## config.mk

```make
export PLATFORM = sky130hd
export DESIGN_NAME = result_serializer
export DESIGN_NICKNAME = d
export VERILOG_FILES = /design/src/rtl/result_serializer.sv
export SDC_FILE = /design/constraint.sdc
export NUM_CORES = 1
export LEC_CHECK = 0
export ABC_AREA = 0
export BUFFER_PORTS_ARGS = -buffer_cell sky130_fd_sc_hd__clkbuf_2
export CAP_MARGIN = 20
export CORE_AREA = 10 10 115 117
export DETAILED_ROUTE_END_ITERATION = 8
export DIE_AREA = 0 0 125 127
export HOLD_SLACK_MARGIN = 0.15
export PLACE_DENSITY_LB_ADDON = 0.15
export REMOVE_ABC_BUFFERS = 1
export SYNTH_ARGS = -nofsm -noshare
export SYNTH_HDL_FRONTEND = slang
export SYNTH_SLANG_ARGS = --single-unit
export TNS_END_PERCENT = 10
```

## constraint.sdc

```tcl
create_clock -name aclk -period 2.37 [get_ports aclk]
set_input_delay 0.1185 -clock aclk [delete_from_list [all_inputs] [get_ports aclk]]
set_output_delay 0.1185 -clock aclk [all_outputs]
set_load 0.02 [all_outputs]
```

## src/rtl/result_serializer.sv

```systemverilog
// result_serializer: emits a count header followed by the selected result ids as one AXI-Stream frame.
module result_serializer #(
  parameter int         NUM_RESULTS = 8,
  parameter logic [7:0] EMPTY_ID    = 8'hFF
) (
  input  logic                     aclk,
  input  logic                     areset,
  input  logic [NUM_RESULTS*8-1:0] ids,
  input  logic                     skip_empty,
  input  logic                     start,
  output logic                     m_axis_tvalid,
  input  logic                     m_axis_tready,
  output logic [7:0]               m_axis_tdata,
  output logic                     m_axis_tlast,
  output logic                     busy
);
  localparam int IW = $clog2(NUM_RESULTS);
  typedef enum logic [1:0] {IDLE, HEADER, DATA} state_t;
  state_t                   state_q, state_d;
  logic [NUM_RESULTS*8-1:0] ids_q, ids_d;
  logic [NUM_RESULTS-1:0]   mask_q, mask_d, sel;
  logic [7:0]               cnt_q, cnt_d, sel_cnt;
  logic [IW-1:0]            idx_q, idx_d, first_idx, nxt_idx;
  logic                     nxt_found;
  always_comb begin
    sel = '0;
    sel_cnt = 8'd0;
    for (int i = 0; i < NUM_RESULTS; i++) begin
      sel[i] = !skip_empty || ids[8*i +: 8] != EMPTY_ID;
      sel_cnt = sel_cnt + 8'(sel[i]);
    end
  end
  // Downward scan so the lowest matching slot wins; skipped slots never occupy a bus cycle.
  always_comb begin
    first_idx = '0;
    nxt_idx = '0;
    nxt_found = 1'b0;
    for (int i = NUM_RESULTS - 1; i >= 0; i--) begin
      if (mask_q[i]) first_idx = IW'(i);
      if (mask_q[i] && i > int'(idx_q)) begin
        nxt_found = 1'b1;
        nxt_idx = IW'(i);
      end
    end
  end
  always_comb begin
    state_d = state_q;
    ids_d = ids_q;
    mask_d = mask_q;
    cnt_d = cnt_q;
    idx_d = idx_q;
    m_axis_tdata = 8'h00;
    m_axis_tlast = 1'b0;
    case (state_q)
      IDLE: if (start) begin
        state_d = HEADER;
        ids_d = ids;
        mask_d = sel;
        cnt_d = sel_cnt;
      end
      HEADER: begin
        m_axis_tdata = cnt_q;
        m_axis_tlast = cnt_q == 8'd0;
        if (m_axis_tready) begin
          state_d = m_axis_tlast ? IDLE : DATA;
          idx_d = first_idx;
        end
      end
      DATA: begin
        m_axis_tdata = ids_q[{idx_q, 3'b000} +: 8];
        m_axis_tlast = !nxt_found;
        if (m_axis_tready) begin
          state_d = nxt_found ? DATA : IDLE;
          idx_d = nxt_found ? nxt_idx : idx_q;
        end
      end
      default: state_d = IDLE;
    endcase
  end
  assign m_axis_tvalid = state_q != IDLE;
  assign busy = state_q != IDLE;
  always_ff @(posedge aclk or posedge areset) begin
    if (areset) begin
      state_q <= IDLE;
      ids_q <= '0;
      mask_q <= '0;
      cnt_q <= 8'd0;
      idx_q <= '0;
    end else begin
      state_q <= state_d;
      ids_q <= ids_d;
      mask_q <= mask_d;
      cnt_q <= cnt_d;
      idx_q <= idx_d;
    end
  end
endmodule

```

# After elaboration in Yosys (flattened, before gate mapping)

Index checks and enable logic that the tools add are counted.

Output and inout bits: 11
Register bits: 85
Bits of input ports: 69
Word-level logic and storage cells: 92

Reductions and logical operators: 24
Equality and inequality tests: 14
Shift-type cells: 1
$lt $le $gt $ge: 7
Add/subtract/negate cells: 7
Muxes and demuxes: 34

Operators by type and width:

| operator                                                                       | count |
|---|---|
| 8-bit != test, second input constant                                           | 8 |
| 64-bit by 7-bit indexed part select with 8-bit output                          | 1 |
| 3-bit 2-to-1 mux                                                               | 18 |
| 8-bit one-hot mux with 2 select lines                                          | 1 |
| 3-bit greater-than comparator, first input constant                            | 4 |
| 2-bit 2-to-1 mux                                                               | 5 |
| 7-bit by 1-bit adder with 8-bit output                                         | 1 |
| 8-bit logical NOT                                                              | 1 |
| 1-bit logical OR                                                               | 8 |
| 2-bit != test, second input constant                                           | 4 |
| 6-bit by 1-bit adder with 7-bit output                                         | 1 |
| 1-bit logical AND                                                              | 7 |
| 1-bit 2-to-1 mux                                                               | 7 |
| 5-bit by 1-bit adder with 6-bit output                                         | 1 |
| 2-bit by 3-bit greater-than comparator with 1-bit output, first input constant | 2 |
| 2-bit one-hot mux with 3 select lines                                          | 1 |
| 3-bit one-hot mux with 2 select lines                                          | 1 |
| 4-bit by 1-bit adder with 5-bit output                                         | 1 |
| 3-bit by 1-bit adder with 4-bit output                                         | 1 |
| 4-bit AND reduction                                                            | 1 |
| 2-bit nonzero test                                                             | 2 |
| 2-bit by 1-bit adder with 3-bit output                                         | 1 |
| 1-bit by 3-bit greater-than comparator with 1-bit output, first input constant | 1 |
| 3-bit AND reduction                                                            | 1 |
| other kinds (7)                                                                | 8 |

# Depth between registers and ports, before layout

Gate-level depths: netlist (run 1).

Word-level depth: 12
Mapped depth: 13
Gate-level depth less buffers: 13

# Worst setup path after synthesis (run 1)

OpenSTA, ideal clock, no wires.

Path type: in2reg
Start: input port skip_empty
End: register cnt_q[2]
Library setup time: 0.083 ns
Required time: 2.287 ns
Arrival time: 2.875 ns
Buffers on the path: 1
Stages: 12
Slack: -0.588 ns
Cell sequence: clkbuf_1 > nand4_1 > fa_1 > fa_1 > inv_1 > fa_1 > inv_1 > ha_1 > inv_1 > fa_1 > xor2_1 > o21ai_0

Word-level cells in the longest chain between the ends: 9
Elaborated cells on any way between the ends: 16
Those cells by class: add/sub (7); reduce/logical (9)

RTL lines:

| item                                   | RTL line | RTL |
|---|---|---|
| start: declaration                     | 9        | `input logic skip_empty,` |
| 1-bit logical NOT                      | 29       | `sel[i] = !skip_empty \|\| ids[8*i +: 8] != EMPTY_ID;` |
| 1-bit logical OR                       | 29       |  |
| named net sel[0]                       | 21       | `logic [NUM_RESULTS-1:0] mask_q, mask_d, sel;` |
| 1-bit by 1-bit adder with 2-bit output | 30       | `sel_cnt = sel_cnt + 8'(sel[i]);` |
| 2-bit by 1-bit adder with 3-bit output | 30       |  |
| 3-bit by 1-bit adder with 4-bit output | 30       |  |
| 4-bit by 1-bit adder with 5-bit output | 30       |  |
| 5-bit by 1-bit adder with 6-bit output | 30       |  |
| 6-bit by 1-bit adder with 7-bit output | 30       |  |
| 7-bit by 1-bit adder with 8-bit output | 30       |  |
| end signal: assignment                 | 93       | `cnt_q <= cnt_d;` |
| end: declaration                       | 22       | `logic [7:0] cnt_q, cnt_d, sel_cnt;` |

The timed path passes the listed nets, and every way through them passes these cells.
A chain may end at the register's enable or synchronous reset.

# Worst setup path in the final report (run 1)

Start: input port ids[15]
End: register cnt_q[1]

Word-level cells in the longest chain between the ends: 9

RTL lines:

| item                                   | RTL line | RTL |
|---|---|---|
| start: declaration                     | 8        | `input logic [NUM_RESULTS*8-1:0] ids,` |
| 8-bit != test                          | 29       |  |
| 1-bit logical OR                       | 29       |  |
| named net sel[1]                       | 21       |  |
| 1-bit by 1-bit adder with 2-bit output | 30       |  |
| 2-bit by 1-bit adder with 3-bit output | 30       |  |
| 3-bit by 1-bit adder with 4-bit output | 30       |  |
| 4-bit by 1-bit adder with 5-bit output | 30       |  |
| 5-bit by 1-bit adder with 6-bit output | 30       |  |
| 6-bit by 1-bit adder with 7-bit output | 30       |  |
| 7-bit by 1-bit adder with 8-bit output | 30       |  |

The timed path passes the listed nets, and every way through them passes these cells.

==> metrics, run 1 <==
Area Growth Syn to Fin=42.08%; Clock Pin Slew Worst Setup and Hold Paths=0.06 ns; first-pass GRT wire length=19760 µm; DRT antenna net count=0; DRC viols=0; slew of the pin with the lowest slew margin=0.4607 ns; Hold WS=0.1722 ns; final-report hold violation count=0; largest net degree at the start of global routing=69; Die Ht=127 µm; CP required=2.63 ns; Die Footprint=15880 µm²; Final min period=2.756 ns; Worst Setup Start Kind=primary input; nets=584; synth top area cells=dfrtp_1, mux2_2, mux4_2, mux4_1, ha_1; R2R cell count=5; max-slew headroom at the worst pin=69.26%; DP Wirelength=8961 µm; Clock power frac=22.0%; Ant. Diodes=0; combinational share of power=40.6%; GRT overflow=0; synthesized instance count=330; Setup crit end kind=flop; Cell Area, Placed=5057 µm²; initial core utilization=38.43%; final setup fails=4; failing checks=negative setup slack; FF/Latch Area=2028 µm²; CTS Root Cell=clkbuf_16; Setup WS pre-CTS=-0.9049 ns; PD cells=1044 nW/µm²; Core ar.=11130 µm²; async set or reset register ratio after synthesis=100.0%; worst r2r src=idx_q[1]$_DFFE_PP0P_; Critical R2R Capture=idx_q[1]$_DFFE_PP0P_; FMAX=362.9 MHz; Net Sw Frac=32.25%; post-synthesis register bit count=81; die width=125 µm; First-pass DRT Iterations=4; GP Congestion=0.7984; cell row count=39; Ports=80; Reg power frac=37.4%; DR vias/cell=5.129; H-tree depth=3; EDFF count, synth=0; Yosys warnings=0; TritonCTS clock tree=done; Final Skew=0.008426 ns; initial antenna violation count=0; max cap viols=0; Hold Crit Class=primary input to flop; crit path DAT=3.01 ns; footprint of the multi-input gates=2138 µm²; CP Class=primary input to flop; register area share after synthesis=47.41%; status=finished with violations; worst-path fanout max=2; leak pwr=2.663 nW; CTS Buffer Depth=2; Routed WL=12130 µm; vias post-DR=3339; Mapped Area=4275 µm²; total track usage=15.48%; crit path capture=cnt_q[1]$_DFFE_PP0P_; NetSw=2.046 mW; syn avg cell area=12.96 µm²; Cell Int Power=4.298 mW; CP startpoint=ids[15]; Initial DRC Count=145; final non-filler cell total=651; VDD IR max=0.4766 mV; RSZ-0062 raised after global routing=yes; # clock sinks=81; PortBufs=79; Max Slew Vio Count=0; Fillers=970; vias in the first global route=3714; Routed WL per cell=18.63 µm; Tcrit/Tclk final=116.3%; share of cells above drive strength 1=44.49%; reg2reg setup slack=0.49 ns; TritonCTS Buffers=9; Yosys cell types=44; Post-synth top flop=dfrtp_1; placed insts=568; top-area cell type share of the netlist area=47.41%; Skew-Pair Late Insertion Delay=0.34 ns; final core occ=54.60%; Design Area, Final=6075 µm²; Final WS setup=-0.3857 ns; dominant cell type by area after synthesis=dfrtp_1
==> cell families (layout without fill, tap and decap cells) <==
group                      count (synthesis)  after routing  share of synthesized area, %
AOI/OAI and AO/OA                         36             36                         5.531
xor gates and xnor gates                   1              1                        0.2049
adders and majority gates                 12             12                         4.214
buffers and inverters                     30            208                         3.160
DFF                                       81             81                         47.41
muxes                                    100            100                         30.96
and+or+nand+nor                           70             70                         8.516
==> registers in the layout, summed over array words and instances (netlist names) <==
signal / count
mask_q: 8
ids_q: 64
idx_q: 3
state_q: 2
cnt_q: 4
==> critical path: stages <==
cell and delay (ns):
clkbuf_2 0.09, nand4_1 0.11, nor2_1 0.12, nand4_1 0.19, fa_1 0.53, fa_1 0.51, inv_2 0.04, fa_2 0.53
inv_2 0.04, ha_4 0.15, inv_2 0.05, fa_2 0.41, o21ai_1 0.12
==> through the flow <==
stage	power (mW)	TNS, ns
detailed placement	4.896	-2.983
global route	6.735	-1.508
CTS	6.390	-1.247
finish	6.344	-1.001
floorplan	4.114	-37.93
global placement	4.828	-2.706
==> power groups by stage <==
stage / clock network (mW) / logic, mW / registers [mW]
2_1_floorplan: 0 / 1.80 / 2.31
6_report: 1.40 / 2.58 / 2.37
5_1_grt: 1.48 / 2.80 / 2.45
4_1_cts: 1.43 / 2.59 / 2.37
3_5_place_dp: 0 / 2.50 / 2.39
3_3_place_gp: 0 / 2.46 / 2.37
==> cells in the mapped netlist, types with 7 or more instances <==
master	n
nand4_1	14
ha_1	8
inv_1	13
nand3_1	7
o21ai_0	10
nor2_1	15
mux4_2	9
a21oi_1	9
mux2_2	73
mux2i_1	10
dfrtp_1	81
mux4_1	7
nand2_1	17
==> per-layer routing <==
layer  global-route usage (%)  up-vias  wire, µm
li1                         -     1568         -
met1                    18.88     1698      5352
met2                    26.81       61      6145
met3                    3.143       12       490
met4                    5.081        0       142
met5                        0        -         0
==> how the worst min path moves through the flow <==
stage / from / to / slack, ns / cells past startpoint
after floorplan: ids[0] / ids_q[0]$_DFFE_PP0P_ / 0.27 / 1
after global placement: areset / ids_q[1]$_DFFE_PP0P_ / 0.06 / 2
after detailed placement: areset / ids_q[1]$_DFFE_PP0P_ / 0.06 / 2
after CTS: ids[24] / ids_q[24]$_DFFE_PP0P_ / 0.16 / 3
after global routing: ids[24] / ids_q[24]$_DFFE_PP0P_ / 0.17 / 3
final: ids[24] / ids_q[24]$_DFFE_PP0P_ / 0.17 / 3
==> cell usage in the layout (no fill, tap or decap), types with 3 or more instances in the layout <==
cell type	count
nand2b_1	4
a21oi_1	9
nor2_1	15
mux2_2	73
dlygate4sd3_1	65
mux2i_1	10
nor2b_1	4
nand2_1	16
nand3_1	7
nor3_1	3
dfrtp_1	80
clkbuf_16	9
nand4_1	14
mux4_1	7
inv_1	9
inv_2	3
ha_1	7
o21ai_0	8
mux4_2	9
clkinv_2	3
o21bai_1	3
buf_12	3
buf_4	31
clkbuf_2	74
buf_6	6
==> layout make-up <==
type / count / area share (%)
clock buffer: 11 / 3.996
sequential: 81 / 33.39
multi-input combinational: 219 / 35.20
inverter: 13 / 0.8239
timing repair buffer: 179 / 22.74
clock inverter: 5 / 0.9063
tap: 143 / 2.945
==> what timing repair did <==
item / in CTS / in global routing
setup endpoints to repair: 4 / 9
gates resized for setup: 8 / 8
hold buffers: 65 / 0
setup buffers: 1 / 1
hold endpoints to repair: 145 / 0
pin swaps: 5 / 6
No activity file was read; power rests on OpenSTA's default activity.
==> inputs of run 2 (changes only) <==
CORE_AREA = 3 3 108 110   (was 10 10 115 117)
DIE_AREA = 0 0 111 113   (was 0 0 125 127)
==> metrics, run 2 (synthesis gave the netlist of run 1 again) <==
Fillers=912; GRT overflow=0; commonest non-fill, non-tap cell in the layout=dfrtp_1; Hold Crit Class=primary input to flop; Biggest register=ids_q; met1 usage=24.68%; largest net degree at the start of global routing=46; die width=111 µm; DRT antenna net count=0; Clock power frac=18.7%; worst-path fanout max=2; FMAX=368.2 MHz; Max Slew Vio Count=0; initial antenna violation count=0; Routed WL=11310 µm; met2 usage=32.48%; leak pwr=2.665 nW; most used routing layer=met2; Tcrit/Tclk final=114.6%; Die Footprint=12540 µm²; # clock sinks=81; TritonCTS Buffers=9; DP Wirelength=8452 µm; PortBufs=79; footprint of the multi-input gates=2140 µm²; Cell Int Power=4.097 mW; Final TNS setup=-0.8616 ns; final-report hold violation count=0; CTS Buffer Depth=2; Initial DRC Count=126; CP required=2.61 ns; R2R cell count=5; max-slew headroom at the worst pin=54.32%; DRC viols=0; RSZ-0062 raised after global routing=yes; Routed WL per cell=17.32 µm; Skew-Pair Late Insertion Delay=0.36 ns; Ports=80; VDD IR max=0.4274 mV; Ant. Diodes=0; cell row count=38; reg2reg setup slack=0.44 ns; DR vias/cell=5.118; max cap viols=0; First-pass DRT Iterations=5; Reg power frac=38.9%; H-tree depth=3; vias in the first global route=3607; CP Class=primary input to flop; initial core utilization=39.61%; Hold WS=0.1950 ns; Final WS setup=-0.3462 ns; final setup fails=4; hold path cells=3; Power, Total=6.064 mW; combinational share of power=42.4%; crit path DAT=2.95 ns; GP Congestion=0.8099; Clock Pin Slew Worst Setup and Hold Paths=0.08 ns; NetSw=1.967 mW; top flop regs=ids_q x64, mask_q x8, cnt_q x4; Die Ht=113 µm; CTS Root Cell=clkbuf_8; failing checks=negative setup slack; Final min period=2.716 ns; Final Skew=0.006388 ns; vias post-DR=3342; final core occ=55.91%; share of cells above drive strength 1=44.83%; nets=589; status=finished with violations; Core ar.=10790 µm²; slew of the pin with the lowest slew margin=0.6844 ns; FF/Latch Area=2028 µm²; max reg flops=64; met3 Usage GRT=3.850%; total track usage=18.85%; Area Growth Syn to Fin=41.15%; Worst Setup Start Kind=primary input; TritonCTS clock tree=done; most frequent cells in the layout=dfrtp_1, clkbuf_2, mux2_2; PD cells=1005 nW/µm²; first-pass GRT wire length=18370 µm; Net Sw Frac=32.44%; Setup crit end kind=flop
[run 2: cell count changes in the layout (fill, tap and decap cells not counted), sizes merged]
cell	before	now
clkinvlp	2	0
dlygate4sd3	65	66
clkinv	3	1
buf	40	43
clkbuf	85	90
[run 2: worst paths after layout]
| path | from | to |
|---|---|---|
| worst max-delay path | ids[6] | cnt_q[1]$_DFFE_PP0P_ |
| worst min-delay path | ids[9] | mask_q[1]$_DFFE_PP0P_ |
| worst max register to register | idx_q[2]$_DFFE_PP0P_ | idx_q[1]$_DFFE_PP0P_ |
| worst min register to register | ids_q[45]$_DFFE_PP0P_ | ids_q[45]$_DFFE_PP0P_ |
| max in group asynchronous | areset | ids_q[26]$_DFFE_PP0P_ |
| min in group asynchronous | areset | ids_q[33]$_DFFE_PP0P_ |
[run 2: area by class of cell]
class / instances / share of cell area [%]
sequential: 81 / 33.61
multi-input combinational: 219 / 35.46
tap: 140 / 2.903
clock buffer: 15 / 3.255
timing repair buffer: 184 / 23.45
clock inverter: 1 / 0.4976
inverter: 13 / 0.8294
[run 2: power groups by stage]
stage	Sequential, mW	Clock [mW]	Combinational (mW)
after floorplan	2.31	0	1.80
after global placement	2.37	0	2.45
after detailed placement	2.39	0	2.50
after CTS	2.36	1.16	2.60
after global routing	2.44	1.22	2.79
final	2.36	1.13	2.57
[run 2: metrics by stage]
step | cell area, µm² | setup slack (ns) | instances
5_1_grt | 6035 | -0.4722 | 653
4_1_cts | 5997 | -0.3829 | 652
2_1_floorplan | 4189 | -0.5812 | 313
3_3_place_gp | 5091 | -0.7831 | 570
3_5_place_dp | 5091 | -0.8605 | 570
6_report | 6035 | -0.3462 | 653
[run 2: routing by layer]
| metal | part of all wire (%) | wire, µm | vias to the layer above |
|---|---|---|---|
| met5 | 0 | 0 | - |
| met4 | 0.96 | 109 | 0 |
| met3 | 5.0 | 568 | 9 |
| met2 | 51 | 5761 | 74 |
| met1 | 43 | 4870 | 1671 |
| li1 | - | - | 1588 |
[run 2: repair_timing]
item,4_1_cts,5_1_grt
gates resized for setup,8,7
pin swaps,5,5
endpoints found under the setup margin,5,9
hold endpoints to repair,101,0
setup buffers,0,1
hold buffers,66,0
[run 2: critical path, stage by stage]
cell and delay (ns):
buf_6 0.07, nand4_1 0.09, nor2_1 0.11, nand4_1 0.20, fa_1 0.55, fa_1 0.53, inv_2 0.04, fa_1 0.45
inv_2 0.08, ha_4 0.12, inv_2 0.03, fa_2 0.50, o21ai_1 0.05
==> inputs of run 3 (changes only) <==
MAX_ROUTING_LAYER = met4   (was not set)
==> metrics, run 3 (synthesis gave the netlist of run 1 again) <==
Routed WL per cell=17.33 µm; Design Area, Final=6035 µm²; Core ar.=10790 µm²; Biggest register=ids_q; status=finished with violations; TritonCTS clock tree=done; top flop regs=ids_q x64, mask_q x8, cnt_q x4; CTS Root Cell=clkbuf_8; Final min period=2.721 ns; NetSw=1.972 mW; VDD IR max=0.4247 mV; crit path DAT=2.96 ns; die width=111 µm; slew of the pin with the lowest slew margin=0.6874 ns; DR vias/cell=5.175; DRC viols=0; Net Sw Frac=32.50%; worst-path fanout max=2; # clock sinks=81; failing checks=negative setup slack; final-report hold violation count=0; RSZ-0062 raised after global routing=yes; cell row count=38; Final WS setup=-0.3514 ns; CP Class=primary input to flop; DP Wirelength=8452 µm; TritonCTS Buffers=9; DRT antenna net count=0; first-pass GRT wire length=18400 µm; Skew-Pair Late Insertion Delay=0.35 ns; Cell Int Power=4.097 mW; initial antenna violation count=0; met3 WL=450 µm; Final Skew=0.006579 ns; Clock Pin Slew Worst Setup and Hold Paths=0.07 ns; Routed WL=11320 µm; Max Slew Vio Count=0; vias post-DR=3379; Fillers=912; max cap viols=0; PD cells=1006 nW/µm²; Ports=80; share of cells above drive strength 1=44.83%; PortBufs=79; max reg flops=64; top sig layer=met4; Ant. Diodes=0; Setup crit end kind=flop; Tcrit/Tclk final=114.8%; final setup fails=4; nets=589; commonest non-fill, non-tap cell in the layout=dfrtp_1; largest net degree at the start of global routing=46; H-tree depth=3; CP required=2.60 ns; Hold Crit Class=primary input to flop; met2 wire len=5788 µm; CTS Buffer Depth=2; Worst Setup Start Kind=primary input; Clock power frac=18.8%; Die Ht=113 µm; max-slew headroom at the worst pin=54.12%; most frequent cells in the layout=dfrtp_1, clkbuf_2, mux2_2; FMAX=367.5 MHz; Area Growth Syn to Fin=41.15%; initial core utilization=39.61%; Final TNS setup=-0.8878 ns; Initial DRC Count=116; Die Footprint=12540 µm²; total track usage=19.45%; GRT overflow=0; Cell Area, Placed=5091 µm²; DRT met1 WL=4942 µm; combinational share of power=42.3%; leak pwr=2.665 nW; vias in the first global route=3605; GP Congestion=0.8218; Reg power frac=38.9%; First-pass DRT Iterations=4
## run 3: cell counts in the layout (fill, tap and decap cells not counted)
Identical to the previous run, type by type.
## run 3: worst paths after layout
check	start	end	slack, ns	cells past startpoint
setup / recovery	ids[6]	cnt_q[1]$_DFFE_PP0P_	-0.35	13
hold / removal	ids[48]	mask_q[6]$_DFFE_PP0P_	0.20	3
setup reg to reg	idx_q[2]$_DFFE_PP0P_	idx_q[1]$_DFFE_PP0P_	0.45	5
hold reg to reg	ids_q[45]$_DFFE_PP0P_	ids_q[45]$_DFFE_PP0P_	0.50	1
max in group asynchronous	areset	ids_q[60]$_DFFE_PP0P_	1.32	4
min in group asynchronous	areset	ids_q[33]$_DFFE_PP0P_	0.39	3
## run 3: cell type report
class	count	area, µm²	share of cell area [%]
multi-input cells	219	2140	35.46
flip-flops and latches	81	2028	33.61
clock inverters	1	30.03	0.4976
well taps	140	175.2	2.903
repair buffers	184	1415	23.45
inverters	13	50.05	0.8294
clock buffers	15	196.4	3.255
## run 3: routing by layer
metal / up-vias / GRT usage [%]
met3: 15 / 3.636
met2: 70 / 32.32
met1: 1708 / 25.06
met4: 0 / 4.351
li1: 1586 / -
met5: - / -
## run 3: critical path, cell delays in order
cell and delay, ns:
buf_6 0.07, nand4_1 0.09, nor2_1 0.11, nand4_1 0.21, fa_1 0.55, fa_1 0.53
inv_2 0.04, fa_1 0.45, inv_2 0.08, ha_4 0.12, inv_2 0.03, fa_2 0.50
o21ai_1 0.05
## run 3: metrics by stage
stage	util [%]	hold slack, ns	setup slack (ns)	total power, mW	instances
floorplan	-	0.2694	-0.5812	4.114	313
global placement	47.17	0.2282	-0.7831	4.820	570
detailed placement	47.17	0.2233	-0.8605	4.887	570
CTS	55.56	0.1756	-0.3829	6.117	652
global route	55.91	0.2105	-0.4722	6.447	653
finish	55.91	0.2025	-0.3514	6.069	653
## run 3: repair_timing
item                                    CTS  global route
resized for setup                         8             7
setup buffers                             0             1
pin swaps                                 5             5
endpoints found under the hold margin   101             0
hold buffers                             66             0
endpoints found under the setup margin    5             9
## run 3: power by group through the flow
stage          Sequential, mW  Combinational (mW)  Clock, mW
4_1_cts                  2.36                2.60       1.16
6_report                 2.36                2.57       1.14
2_1_floorplan            2.31                1.80          0
3_5_place_dp             2.39                2.50          0
3_3_place_gp             2.37                2.45          0
5_1_grt                  2.44                2.79       1.22
